--- config.mk ---
export PLATFORM = sky130hd
export DESIGN_NAME = hazard_ctrl
export DESIGN_NICKNAME = d
export VERILOG_FILES = /design/src/rtl/hazard_ctrl.sv
export SDC_FILE = /design/constraint.sdc
export NUM_CORES = 1
export LEC_CHECK = 0
export CORE_UTILIZATION = 40
export DETAILED_ROUTE_END_ITERATION = 10
export GPL_TIMING_DRIVEN = 1
export PLACE_DENSITY = 0.68
export SETUP_SLACK_MARGIN = 0.3
export SYNTH_ARGS = -nofsm -noshare
export SYNTH_HDL_FRONTEND = slang
export SYNTH_SLANG_ARGS = --single-unit
--- constraint.sdc ---
create_clock -name clk -period 2.9 [get_ports clk]
set_input_delay 0.58 -clock clk [delete_from_list [all_inputs] [get_ports clk]]
set_output_delay 0.58 -clock clk [all_outputs]
set_load 0.02 [all_outputs]
--- src/rtl/hazard_ctrl.sv ---
// rtl/hazard_ctrl.sv - pipeline interlock/flush controller
// Load-use and HI/LO interlocks, redirect flush, mul/div busy tracking, perf counters.
module hazard_ctrl #(
   parameter int MD_CYCLES   = 32,
   parameter int STALL_CNT_W = 32,
   parameter int FLUSH_CNT_W = 16
) (
   input  logic                   clk,
   input  logic                   rst,
   input  logic [4:0]             id_rs,
   input  logic [4:0]             id_rt,
   input  logic                   id_uses_rs,
   input  logic                   id_uses_rt,
   input  logic                   id_uses_hilo,
   input  logic [4:0]             ex_rd,
   input  logic                   ex_memr,
   input  logic                   ex_regw,
   input  logic                   ex_redirect,
   input  logic                   md_start,
   input  logic                   cnt_clr,
   output logic                   STALL,
   output logic                   pc_wr,
   output logic                   if_id_wr,
   output logic                   if_id_flush,
   output logic                   load_stall,
   output logic                   hilo_stall,
   output logic                   md_busy,
   output logic [STALL_CNT_W-1:0] stall_cycles,
   output logic [FLUSH_CNT_W-1:0] flush_cnt
);

   logic [7:0] md_cnt;
   logic       md_pend;
   logic       lu_hit;
   logic       hl_hit;

   assign md_pend = md_start | (md_cnt != 8'd0);
   assign lu_hit  = ex_memr & ex_regw & (ex_rd != 5'd0) &
                    ((id_uses_rs & (id_rs == ex_rd)) | (id_uses_rt & (id_rt == ex_rd)));
   assign hl_hit  = id_uses_hilo & md_pend;

   always_comb begin
      STALL       = 1'b0;
      pc_wr       = 1'b1;
      if_id_wr    = 1'b1;
      if_id_flush = 1'b0;
      load_stall  = 1'b0;
      hilo_stall  = 1'b0;
      md_busy     = 1'b0;
      if (rst) begin
         STALL       = 1'b1;
         pc_wr       = 1'b0;
         if_id_wr    = 1'b0;
         if_id_flush = 1'b1;
      end else begin
         md_busy = md_pend;
         // Redirect wins: the ID instruction is wrong-path, so its hazards are moot.
         if (ex_redirect) begin
            STALL       = 1'b1;
            if_id_flush = 1'b1;
         end else if (hl_hit) begin
            STALL      = 1'b1;
            pc_wr      = 1'b0;
            if_id_wr   = 1'b0;
            hilo_stall = 1'b1;
            load_stall = lu_hit;
         end else if (lu_hit) begin
            STALL      = 1'b1;
            pc_wr      = 1'b0;
            if_id_wr   = 1'b0;
            load_stall = 1'b1;
         end
      end
   end

   always_ff @(posedge clk) begin
      if (rst) begin
         md_cnt       <= 8'd0;
         stall_cycles <= '0;
         flush_cnt    <= '0;
      end else begin
         // A new op supersedes any op still in flight.
         if (md_start)
            md_cnt <= 8'(MD_CYCLES - 1);
         else if (md_cnt != 8'd0)
            md_cnt <= md_cnt - 8'd1;

         if (cnt_clr)
            stall_cycles <= '0;
         else if (!pc_wr && (stall_cycles != '1))
            stall_cycles <= stall_cycles + STALL_CNT_W'(1);

         if (cnt_clr)
            flush_cnt <= '0;
         else if (ex_redirect && (flush_cnt != '1))
            flush_cnt <= flush_cnt + FLUSH_CNT_W'(1);
      end
   end

endmodule

## Yosys cells after proc, flatten, opt, wreduce, memory -nomap -nowiden

Index checks and enable logic that the tools add are counted.

- Bits in registers: 56
- Input bits: 25
- Output and inout port bits: 55
- Logic and storage cells: 46

- Add/sub/neg operators: 3
- Equality and inequality tests: 4
- Multiplexer cells: 19
- Bitwise operators: 8
- Reductions and logical operators: 8

Operators by type and width:

| cell | number |
|---|---|
| $add A32 B1 Y32 const B | 1 |
| $ne A32 B32 Y1 const B | 1 |
| $mux W1 | 17 |
| $add A16 B1 Y16 const B | 1 |
| $ne A16 B16 Y1 const B | 1 |
| $eq A5 B5 Y1 | 2 |
| $mux W5 | 2 |
| $reduce_bool A8 Y1 | 1 |
| $sub A8 B1 Y8 const B | 1 |
| $and A1 B1 Y1 | 6 |
| $reduce_bool A5 Y1 | 1 |
| $reduce_or A2 Y1 | 2 |
| $logic_and A1 B1 Y1 | 2 |
| $or A1 B1 Y1 | 2 |
| $reduce_bool A2 Y1 | 1 |
| $logic_not A1 Y1 | 1 |

## Logic depth before layout (Yosys ltp)

Gate-level depths: netlist (run 1).

- Depth in word-level cells: 10
- Depth in mapped cells: 11
- Depth with buffers taken out: 8

## Least setup slack after synthesis (run 1)

OpenSTA, ideal clock, no wires.

- Kind: input port to output port
- Start: input ex_rd[1]
- End: output pc_wr
- Arrival: 2.194 ns
- Data required time: 2.320 ns
- Path slack: 0.126 ns
- Stages: 9
- Path buffers: 4
- Path through: or4_1 > nor2_1 > nor3_1 > o2bb2ai_1 > inv_2 > buf_4 > buf_4 > buf_2 > buf_4

- Word-level cells in the longest chain between the ends: 8
- Elaborated cells on any way between the ends: 12
- Those cells by class: eq/ne (2); mux (4); bitwise (5); reduce/logical (1)

Ends and longest elaborated chain:

| what | RTL line | text |
|---|---|---|
| start: declaration | 15 | `input logic [4:0] ex_rd,` |
| $eq A5 B5 Y1 | 39 | `((id_uses_rs & (id_rs == ex_rd)) \| (id_uses_rt & (id_rt == ex_rd)));` |
| $and A1 B1 Y1 | 39 |  |
| $or A1 B1 Y1 | 39 |  |
| $and A1 B1 Y1 * | 38 | `assign lu_hit = ex_memr & ex_regw & (ex_rd != 5'd0) &` |
| $mux W1 * (4 in a row) | -- |  |
| end: declaration | 22 | `output logic pc_wr,` |

Every way passes the cells marked *; elsewhere a longest branch is shown, timed or not.

## Worst setup path after layout (run 1)

- Start: input rst
- End: output if_id_flush

- Word-level cells in the longest chain between the ends: 1

Ends and longest elaborated chain:

| what | RTL line | text |
|---|---|---|
| start: declaration | 9 | `input logic rst,` |
| $mux W1 | 50 | `if (rst) begin` |
| end: declaration | 24 | `output logic if_id_flush,` |

Every way passes these cells.

==> results.toml, run 1 <==
[run_status]
outcome = "complete, no violations"

[sta]
worst_slew_pin_slew_ns = 0.515
skew_ns = 0.00926
rsz0062_at_grt = "yes"
setup_viol = 0
hold_viol = 0
relSlewSlack = 0.655
tns_ns = 0
maxSlewViolCount = 0
fmax_mhz = 388
post-route-period-util = 0.888
fin_crit_ns = 2.57
fin_ws_ns = 0.325

[pwr]
p_switching_mw = 0.368
p_per_area_nw_per_um2 = 348
p_leak_nw = 1.41
swShare = 0.263
pwr-share-seq = 0.569
peakVddDrop_uv = 173
power.share.clock = 0.298
internal-power_mw = 1.03
p_comb_frac = 0.133

[setup_path]
setup.worst_path.start = "rst"
crit_type = "in -> out"
regToRegSetupSlack_ns = 0.52
worst-path-max-fanout = 5
r2r_start = "stall_cycles[17]$_SDFFE_PP0P_"
end_kind = "output port"
r2r-end = "stall_cycles[29]$_SDFFE_PP0P_"
worstSetupStartpointType = "input pin"
critical_path_required_ns = 2.32
rr_worst_depth = 6
arrival_ns = 1.99
critPathCapture = "if_id_flush"

[finish]
regArea_um2 = 1120
multi_input_area_um2 = 1800
area_growth_pct = 34.7
stdcell_count = 544
fillers = 705
nNetsFinal = 474
diodes = 0
drive_above_1_share = 0.0854
final_cell_area_um2 = 4010

[floorplan]
initial_utilization = 0.413
ios = 80
row_count = 31
die_h_um = 88.3
die_w_um = 88.3
core_um2 = 7210
die-area_um2 = 7800

[synth]
synth_edf_count = 0
synth_area_leader_cell = "dfxtp_1"
synth_cell_types = 43
synthTopCellsByCount = "56 x dfxtp_1, 37 x a21oi_1, 29 x nand2_1, 28 x or3_1, 23 x nor2_1"
syn_area_um2 = 2980
synthCells = 366
ys.flop_type = "dfxtp_1"
ys_seq_area_frac = 0.376
postSynth.asyncResetShare = 0
synth_warnings = 0
synth.top_cell.area_share = 0.376
synth_area_leaders = "dfxtp_1 38%, a21oi_1 6.2%, or3_1 5.9%"
synthMostInstantiatedCell = "dfxtp_1"
synthesis.nets = 395
syn_avg_cell_area_um2 = 8.14
ys_ff_latch = 56

[global_route]
grt_use_total = 0.196
grt_pass1_vias = 2614
grt-ovfl-total = 0
antenna_found_initial = 0
grt_use_met1 = 0.256
grt.busiest_layer = "met2"
met3_usage = 0.0578
grt_start_max_net_pins = 56
grt_pass1_wl_mm = 12.2
global_route.usage.met2 = 0.320

[routing]
first_pass_iters = 4
vias = 3022
via_per_inst = 5.56
postRouteAntennaNets = 0
wirelength_mm = 7.43
wl_per_cell_um = 13.7
drt_iter0_markers = 115
drc = 0

[worst_hold_path]
hold_class = "reg -> reg"

[clocking]
hold_buffers = 0
cts_tree = "done"
cts-root-buf = "clkbuf_8"
clockBufferDepth = 2
clk_pin_slew_ns = 0.10
clk_latency_ns = 0.31
cts_buffers = 5
htreeDepth = 2
cts_sinks = 56

[place]
pre_cts_slack_ns = -0.503
io_buffers = 79
dp.cells = 537
dp_hpwl_mm = 5.38
gp_routability_congestion = 0.758
placed_cell_area_um2 = 3910

[run]
max-cap-violations = 0
## cell usage in the layout (no fill, tap or decap), types with 7 or more instances in the layout
| cell type | n |
|---|---|
| clkdlybuf4s50_1 | 58 |
| dfxtp_1 | 56 |
| a21oi_1 | 37 |
| nand2_1 | 29 |
| or3_1 | 28 |
| nor2_1 | 21 |
| o21ai_0 | 21 |
| nand4_1 | 18 |
| nand3_1 | 18 |
| xnor2_1 | 16 |
| dlygate4sd2_1 | 13 |
| buf_4 | 12 |
| or4_1 | 10 |
| xor2_1 | 10 |
| and3_1 | 9 |
| nor3_1 | 8 |
| and4_1 | 7 |
| and2_1 | 7 |
| o31ai_1 | 7 |
## timing repair
| item | 4_1_cts | 5_1_grt |
|---|---|---|
| cloned | 0 | 0 |
| buffers inserted | 0 | 0 |
| pin swaps | 9 | 9 |
| endpoints found under the setup margin | 13 | 8 |
| gates resized for setup | 36 | 11 |
## sequential cells by signal, summed over array words and instances, names as in the netlist
signal / count
stall_cycles: 32
flush_cnt: 16
md_cnt: 8
## area by class of cell
cell class              count  share of cell area
clock buffers               5              0.0171
repair buffers             91               0.217
multi-input cells         285               0.447
flip-flops and latches     56               0.279
clock inverters             2             0.00312
inverters                   6             0.00561
well taps                  99              0.0309
## power groups by stage
stage,combinational (mW),sequential [mW],clock (mW)
global route,0.203,0.799,0.468
floorplan,0.113,0.811,0
detailed placement,0.190,0.812,0
finish,0.186,0.796,0.417
CTS,0.185,0.796,0.431
global placement,0.187,0.811,0
## per-layer routing
layer | vias to the layer above | share of wire
li1 | 1512 | -
met1 | 1420 | 0.46
met2 | 88 | 0.47
met3 | 2 | 0.067
met4 | 0 | 0.0040
met5 | - | 0
## logic make-up (layout without fill, tap and decap cells)
group / count (synthesis) / after routing / synth area share
AND/OR/NAND/NOR: 174 / 174 / 0.332
AO/OA/AOI/OAI: 77 / 77 / 0.149
flip-flops: 56 / 56 / 0.376
XOR/XNOR: 26 / 26 / 0.0764
buffers and inverters: 25 / 104 / 0.0361
adder cells (fa/ha/maj): 4 / 4 / 0.0168
multiplexers: 4 / 4 / 0.0134
## worst max-delay path, cell delays in order
cell and delay (ns):
clkdlybuf4s50_1 0.48, or2_2 0.38, clkdlybuf4s50_1 0.55
## through the flow
stage | util | total power, mW | hold slack [ns]
3_5_place_dp | 0.541 | 1.00 | 0.489
6_report | 0.556 | 1.40 | 0.506
2_1_floorplan | - | 0.924 | 0.504
5_1_grt | 0.556 | 1.47 | 0.542
3_3_place_gp | 0.541 | 0.998 | 0.485
4_1_cts | 0.552 | 1.41 | 0.504
## how the worst min path moves through the flow
stage / from / end / cells past startpoint
floorplan: md_cnt[7]$_SDFFE_PP0P_ / md_cnt[7]$_SDFFE_PP0P_ / 2
global placement: stall_cycles[16]$_SDFFE_PP0P_ / stall_cycles[16]$_SDFFE_PP0P_ / 2
detailed placement: stall_cycles[31]$_SDFFE_PP0P_ / stall_cycles[31]$_SDFFE_PP0P_ / 2
CTS: stall_cycles[31]$_SDFFE_PP0P_ / stall_cycles[31]$_SDFFE_PP0P_ / 2
global route: stall_cycles[26]$_SDFFE_PP0P_ / stall_cycles[26]$_SDFFE_PP0P_ / 2
finish: stall_cycles[16]$_SDFFE_PP0P_ / stall_cycles[16]$_SDFFE_PP0P_ / 2
Power figures use the tool's default switching activity.
==> run 2, diff against run 1 <==
--- a/config.mk
+++ b/config.mk
@@ -7,8 +7,9 @@
 export LEC_CHECK = 0
 export CORE_UTILIZATION = 40
 export DETAILED_ROUTE_END_ITERATION = 10
-export GPL_TIMING_DRIVEN = 1
-export PLACE_DENSITY = 0.68
+export GPL_TIMING_DRIVEN = 0
+export HOLD_SLACK_MARGIN = 0.05
+export PLACE_DENSITY = 0.77
 export SETUP_SLACK_MARGIN = 0.3
 export SYNTH_ARGS = -nofsm -noshare
 export SYNTH_HDL_FRONTEND = slang
==> results.toml, run 2 (same netlist as run 1, synthesis figures left out) <==
[clocking]
clockBufferDepth = 2
cts_tree = "done"
clk_latency_ns = 0.31
cts_buffers = 5
clk_pin_slew_ns = 0.09
cts-root-buf = "clkbuf_8"
hold_buffers = 0
htreeDepth = 2
cts_sinks = 56

[finish]
fillers = 685
final_cell_mix = "55 x dfxtp_1, 54 x clkdlybuf4s50_1, 37 x a21oi_1, 29 x nand2_1, 28 x or3_1"
nNetsFinal = 486
post-route-util = 0.565
area_growth_pct = 36.8
top_regs = "stall_cycles (32), flush_cnt (16), md_cnt (8)"
largest_reg_flops = 32
layout_commonest_cell = "dfxtp_1"
diodes = 0
largest_register = "stall_cycles"
drive_above_1_share = 0.109

[sta]
setup_viol = 0
rsz0062_at_grt = "yes"
skew_ns = 0.00887
fmax_mhz = 372
worst_slew_pin_slew_ns = 0.588
relSlewSlack = 0.607
post-route-period-util = 0.927
hold_viol = 0
maxSlewViolCount = 0
fin_crit_ns = 2.69
tns_ns = 0
holdWs_ns = 0.519

[floorplan]
die_h_um = 88.3
die_w_um = 88.3
row_count = 31
core_um2 = 7210
die-area_um2 = 7800
initial_utilization = 0.413
ios = 80

[worst_hold_path]
hold_class = "reg -> reg"

[setup_path]
end_kind = "output port"
arrival_ns = 2.11
regToRegSetupSlack_ns = 0.46
critical_path_required_ns = 2.32
worst-path-max-fanout = 3
worstSetupStartpointType = "input pin"
crit_type = "in -> out"

[routing]
drc = 0
first_pass_iters = 4
vias = 3141
postRouteAntennaNets = 0
wl_per_cell_um = 14.8
wirelength_mm = 8.23
drt_iter0_markers = 143
via_per_inst = 5.64

[global_route]
grt_start_max_net_pins = 17
grt_use_total = 0.213
grt-ovfl-total = 0
met3_usage = 0.0522
grt_use_met1 = 0.259
antenna_found_initial = 0
grt_pass1_wl_mm = 13.2
global_route.usage.met2 = 0.375
grt.busiest_layer = "met2"
grt_pass1_vias = 2844

[run]
max-cap-violations = 0

[place]
io_buffers = 78
dp_hpwl_mm = 5.89
gp_routability_congestion = 0.862

[run_status]
outcome = "complete, no violations"

[pwr]
power_mw = 1.45
p_leak_nw = 1.41
p_per_area_nw_per_um2 = 357
peakVddDrop_uv = 186
-- run 2: cell types whose count changed in the layout (fill, tap and decap cells not counted), moves of 2 or more --
cell,change
clkbuf_1,+10
buf_4,-5
buf_2,+4
buf_6,+4
clkbuf_2,+4
clkdlybuf4s50_1,-4
dlymetal6s2s_1,-4
clkdlybuf4s15_1,+2
nor3_1,-2
nor3_2,+2
-- run 2: timing repair --
item	in CTS	in global routing
pin swaps	18	6
resized for setup	71	8
buffers inserted	5	1
endpoints found under the setup margin	22	19
-- run 2: area by class of cell --
class / instances / area, um2 / area share
Multi-Input combinational cell: 285 / 1810 / 0.444
Sequential cell: 56 / 1120 / 0.275
Timing Repair Buffer: 84 / 792 / 0.194
Tap cell: 99 / 124 / 0.0304
Buffer: 19 / 111 / 0.0273
Clock buffer: 7 / 86.3 / 0.0212
Inverter: 6 / 22.5 / 0.00552
Clock inverter: 1 / 7.51 / 0.00184
-- run 2: worst max-delay path: stages --
cell	delay, ns
buf_2	0.12
or4_4	0.52
nor2_4	0.12
nor3_2	0.06
o2bb2ai_2	0.16
inv_2	0.07
buf_6	0.09
buf_6	0.10
buf_8	0.09
buf_6	0.08
buf_6	0.10
-- run 2: metal layers --
metal,wire length (um),up-vias
li1,-,1537
met1,3440,1474
met2,4100,124
met3,634,6
met4,59,0
met5,0,-
-- run 2: stage by stage --
step | instance area [um2] | std cells | worst slack, ns
2_1_floorplan | 3000 | 366 | 0.305
3_3_place_gp | 3910 | 543 | -0.939
3_5_place_dp | 3910 | 543 | -0.962
4_1_cts | 4060 | 556 | 0.214
5_1_grt | 4080 | 557 | 0.149
6_report | 4080 | 557 | 0.211
-- run 2: power breakdown --
| group | switching (mW) | internal, mW | leakage (nW) |
|---|---|---|---|
| registers | 0.0158 | 0.780 | 0.453 |
| clock network | 0.255 | 0.195 | 0.0445 |
| logic | 0.111 | 0.0970 | 0.913 |
-- run 2: final timing paths --
check | startpoint | depth (start not counted) | to
setup reg to reg | stall_cycles[17]$_SDFFE_PP0P_ | 6 | stall_cycles[29]$_SDFFE_PP0P_
hold / removal | flush_cnt[15]$_SDFFE_PP0P_ | 2 | flush_cnt[15]$_SDFFE_PP0P_
setup / recovery | ex_rd[2] | 11 | pc_wr
hold reg to reg | flush_cnt[15]$_SDFFE_PP0P_ | 2 | flush_cnt[15]$_SDFFE_PP0P_
==> RTL change 1, RTL diff (settings of run 1) <==
Reset style: asynchronous (`rst`), changed in one clocked block.
--- a/src/rtl/hazard_ctrl.sv
+++ b/src/rtl/hazard_ctrl.sv
@@ -74,5 +74,5 @@
    end
 
-   always_ff @(posedge clk) begin
+   always_ff @(posedge clk or posedge rst) begin
       if (rst) begin
          md_cnt       <= 8'd0;
Function: differs if rst is asserted again (counterexample within 4 cycles, from zero or initial values and one cycle with rst high); with rst held inactive, the same outputs for 10 cycles.
==> RTL change 1 against run 1 <==
- clock power rose by 5.3%
- routed wire length grew 9.9%
- core utilization is 0.93 points higher
- cell area rose by 11%
- total power up 2.6%
- area after synthesis increased by 10%
- combinational power is 5% higher
- worst setup slack got worse by 0.076 ns
- sequential power grew 0.5%
- clock skew increased by 0.0059 ns
- sequential cell count unchanged
- fmax is 2.9% lower
- highest routed layer unchanged
==> RTL change 1: results <==
set metrics [dict create \
    n_fill_cell 730 \
    gp_congestion 0.775 \
    async_flop_share_pct 100 \
    timing.rr.start "md_cnt[3]" \
    holdPathEnd "md_cnt[1]" \
    synth_warnings 0 \
    wl_per_cell_um 14.8 \
    synth-seq-area-share_pct 42.6 \
    antenna_found_initial 0 \
    critPathArrivalTime_ns 2.07 \
    finClkSkew_ns 0.0152 \
    grt_start_max_net_pins 46 \
    cts_root_buffer "clkbuf_8" \
    post-dp-hpwl_mm 5.87 \
    cts.htree.levels 2 \
    grt_usage_pct 19.8 \
    clockBufferDepth 2 \
    synth_ff_type "dfrtp_1" \
    cts_buffers 5 \
    dr_total_vias 2963 \
    clk_latency_ns 0.32 \
    whs_path_depth 2 \
    power_leakage_nw 1.77 \
    drive_gt1_share_pct 14.7 \
    r2r_setup_slack_ns 0.41 \
    grt_pass1_vias 2806 \
    yosys-top-cells-area "dfrtp_1, xnor2_1, nand4_1" \
    grt_pass1_wl_mm 13.6 \
    path_class "reg2out" \
    synth_commonest_cells "dfrtp_1, nor2_1, nand4_1" \
    clk_pin_slew_ns 0.10 \
    status "complete, no violations" \
    min_from "md_cnt[1]" \
    synth.distinct_cells 40 \
    synthCells 359 \
    hold_class "reg2reg" \
    syn_nets 388 \
    placedCellCount 542 \
    drt_iter0_markers 141 \
    largestRegisters "stall_cycles: 32 flops, flush_cnt: 16 flops, md_cnt: 8 flops" \
    final_nets 478 \
    diodes 0 \
    slew_headroom_pct 48.7 \
    critPathMaxFanout 4 \
    ir_worst_vdd_mv 0.166 \
    drt_wl_total_mm 8.17 \
    portBuffers 79 \
    rr_worst_depth 8 \
    dr.pass1.iters 4 \
    r2r-end "stall_cycles[30]" \
]
RTL change 1: changes by cell type after synthesis, moves of 5 or more:
cell	run 1	this run
nand2b_1	0	7
dfrtp_1	0	56
or4_1	11	4
or3_1	28	19
and2_1	7	2
nand2_1	29	21
nor2b_1	0	13
mux2_2	0	12
nand4_1	18	23
a21oi_1	37	22
nor2_1	23	38
dfxtp_1	56	0
RTL change 1: layout make-up:
type / count / share of cell area [%]
clock inverters: 2 / 0.366
repair buffers: 103 / 21.8
multi-input cells: 277 / 41.1
inverters: 6 / 0.592
clock buffers: 6 / 1.63
flip-flops and latches: 56 / 31.6
well taps: 102 / 2.87
RTL change 1: worst max path at each step:
stage,endpoint,slack [ns]
2_1_floorplan,pc_wr,0.18
3_3_place_gp,pc_wr,-0.44
3_5_place_dp,if_id_wr,-0.46
4_1_cts,if_id_wr,0.22
5_1_grt,pc_wr,0.18
6_report,pc_wr,0.25
RTL change 1: where the power goes:
part | switching [W] | internal [W]
registers | 0.0000101 | 0.000789
clock network | 0.000266 | 0.000173
logic | 0.000105 | 0.0000910
total | 0.000381 | 0.00105
RTL change 1: layer usage:
metal	up-vias	global-route usage (%)	part of all wire, %
li1	1461	-	-
met1	1441	25.8	45
met2	46	34.3	50
met3	15	2.79	2.6
met4	0	5.51	1.8
met5	-	0	0
RTL change 1: stage by stage:
step           instance area [µm²]  utilization (%)  setup TNS [ns]  worst slack [ns]  hold WS [ns]
3_5_place_dp                  4270             54.4           -2.76            -0.461         0.507
6_report                      4440             56.6               0             0.249         0.532
4_1_cts                       4380             55.9               0             0.218         0.531
2_1_floorplan                 3320                -               0             0.183         0.488
3_3_place_gp                  4270             54.4           -1.94            -0.442         0.507
5_1_grt                       4440             56.6               0             0.179         0.570
RTL change 1: kinds of logic (layout without fill, tap and decap cells):
family                   count (synthesis)  after routing  share of synthesized area, %
AND/OR/NAND/NOR                        179            179                          29.7
flip-flops                              56             56                          42.6
AO/OA/AOI/OAI                           51             51                          9.67
XOR/XNOR                                29             29                          7.72
buffers and inverters                   26            117                          4.03
multiplexers                            14             14                          4.72
adder cells (fa/ha/maj)                  4              4                          1.52
RTL change 1: repair_timing:
item	CTS	global route
gates resized for setup	38	12
setup buffers	2	0
endpoints found under the setup margin	18	17
pin swaps	8	6
RTL change 1: worst max-delay path, cell delays in order, from the launching register on:
cell     delay, ns
dfrtp_1       0.39
or4_4         0.57
o41ai_4       0.28
o21ai_2       0.11
a31oi_4       0.24
buf_6         0.16
==> RTL change 2, RTL diff (config.mk and constraints of run 1) <==
Made on the original files. The parameter `MD_CYCLES` goes from 32 to 24.
--- a/src/rtl/hazard_ctrl.sv
+++ b/src/rtl/hazard_ctrl.sv
@@ -2,5 +2,5 @@
 // Load-use and HI/LO interlocks, redirect flush, mul/div busy tracking, perf counters.
 module hazard_ctrl #(
-   parameter int MD_CYCLES   = 32,
+   parameter int MD_CYCLES   = 24,
    parameter int STALL_CNT_W = 32,
    parameter int FLUSH_CNT_W = 16
Formal check against the unedited RTL: same outputs for any inputs over 10 cycles, from zero or initial values and one cycle with rst high; that may be too few to reach the edited logic, so the function may still have changed.
==> RTL change 2 against run 1 <==
- non-clock buffer count rose by 28
- synthesized cell count rose by 2.5%
- routed wire length rose by 15%
- total power rose by 9.1%
- worst setup slack got worse by 0.11 ns
- cell area rose by 11%
- combinational power rose by 48%
- sequential cell count did not move
- area after synthesis rose by 2.8%
- critical endpoint is now if_id_wr
- largest power group unchanged
==> RTL change 2: results <==
set metrics [dict create \
    status "complete, no violations" \
    holdPathEnd "stall_cycles[31]" \
    critPathArrivalTime_ns 2.11 \
    rr_worst_depth 12 \
    cp_top_family "compound AO/OA/AOI/OAI gates" \
    post_cts_buffers 4 \
    cpMaxStageDelayCell "or3_4" \
    gp_congestion 0.859 \
    post-dp-hpwl_mm 5.98 \
    grt_start_max_net_pins 26 \
    critPathMaxFanout 4 \
    synth.distinct_cells 50 \
    n_fill_cell 670 \
    wl_met2_mm 4.17 \
    synth-xor-area-share_pct 8.29 \
    grt_pass1_vias 2970 \
    yosys-top-cells-area "dfxtp_1, xnor2_1, a21oi_1" \
    cts_resized 55 \
    wl_met3_um 404 \
    placedCellCount 563 \
    holdWs_ns 0.516 \
    tightestPinTransition_ns 0.495 \
    drive_gt1_share_pct 19.5 \
    finClkSkew_ns 0.0138 \
    synth_commonest_cells "dfxtp_1, nor2_1, a21oi_1" \
    timing.rr.start "md_cnt[1]" \
    synth_compound_area_share_pct 13.6 \
    dr_total_vias 3267 \
    drt_wl_total_mm 8.57 \
    p_int_w 0.00111 \
    placed_area_mm2 0.00409 \
    syn_nets 404 \
    place_ws_ns -0.574 \
    critPathMaxStageDelay_ns 0.38 \
    wl_per_cell_um 14.7 \
    grt_usage_pct 21.7 \
    drt_iter0_markers 191 \
    r2r-end "stall_cycles[20]" \
    power_leakage_nw 1.58 \
    use_met3_pct 3.79 \
    ir_worst_vdd_mv 0.322 \
    r2r_setup_slack_ns 0.46 \
    met2_usage_pct 37.0 \
    synth.avg_cell_area_um2 8.17 \
]
-- RTL change 2: cell count changes after synthesis, sizes merged, moves of 4 or more --
cell   before  now
or3        28   18
nor3        9   13
nand4      19   24
nand2      29   25
o21ai      22   16
a21oi      37   29
nor2       23   38
-- RTL change 2: logic make-up (layout without fill, tap and decap cells) --
| logic type | after synthesis | after routing |
|---|---|---|
| flip-flops | 56 | 56 |
| adder cells (fa/ha/maj) | 4 | 4 |
| XOR/XNOR | 29 | 29 |
| multiplexers | 3 | 3 |
| AND/OR/NAND/NOR | 187 | 187 |
| AO/OA/AOI/OAI | 69 | 69 |
| buffers and inverters | 27 | 135 |
-- RTL change 2: layout make-up --
| class | count | area, µm² | area share, % |
|---|---|---|---|
| clock inverter | 3 | 26.3 | 0.590 |
| tap | 99 | 124 | 2.78 |
| inverter | 8 | 30.0 | 0.674 |
| sequential | 56 | 1130 | 25.3 |
| multi-input combinational | 292 | 1920 | 43.0 |
| clock buffer | 5 | 68.8 | 1.55 |
| timing repair buffer | 119 | 1160 | 26.1 |
-- RTL change 2: worst max-delay path by stage --
stage	from	endpoint	slack, ns	cells past startpoint
3_3_place_gp	ex_rd[0]	if_id_wr	-0.55	7
2_1_floorplan	ex_rd[0]	pc_wr	0.09	8
4_1_cts	ex_rd[2]	if_id_wr	0.14	7
6_report	ex_rd[2]	if_id_wr	0.21	7
5_1_grt	ex_rd[1]	pc_wr	0.16	7
3_5_place_dp	ex_rd[0]	if_id_wr	-0.57	7
-- RTL change 2: power groups by stage --
stage | Combinational (W) | Sequential, W | Clock (W)
global route | 0.000297 | 0.000793 | 0.000509
global placement | 0.000218 | 0.000805 | 0
floorplan | 0.000123 | 0.000810 | 0
CTS | 0.000258 | 0.000789 | 0.000467
finish | 0.000275 | 0.000791 | 0.000460
detailed placement | 0.000222 | 0.000806 | 0
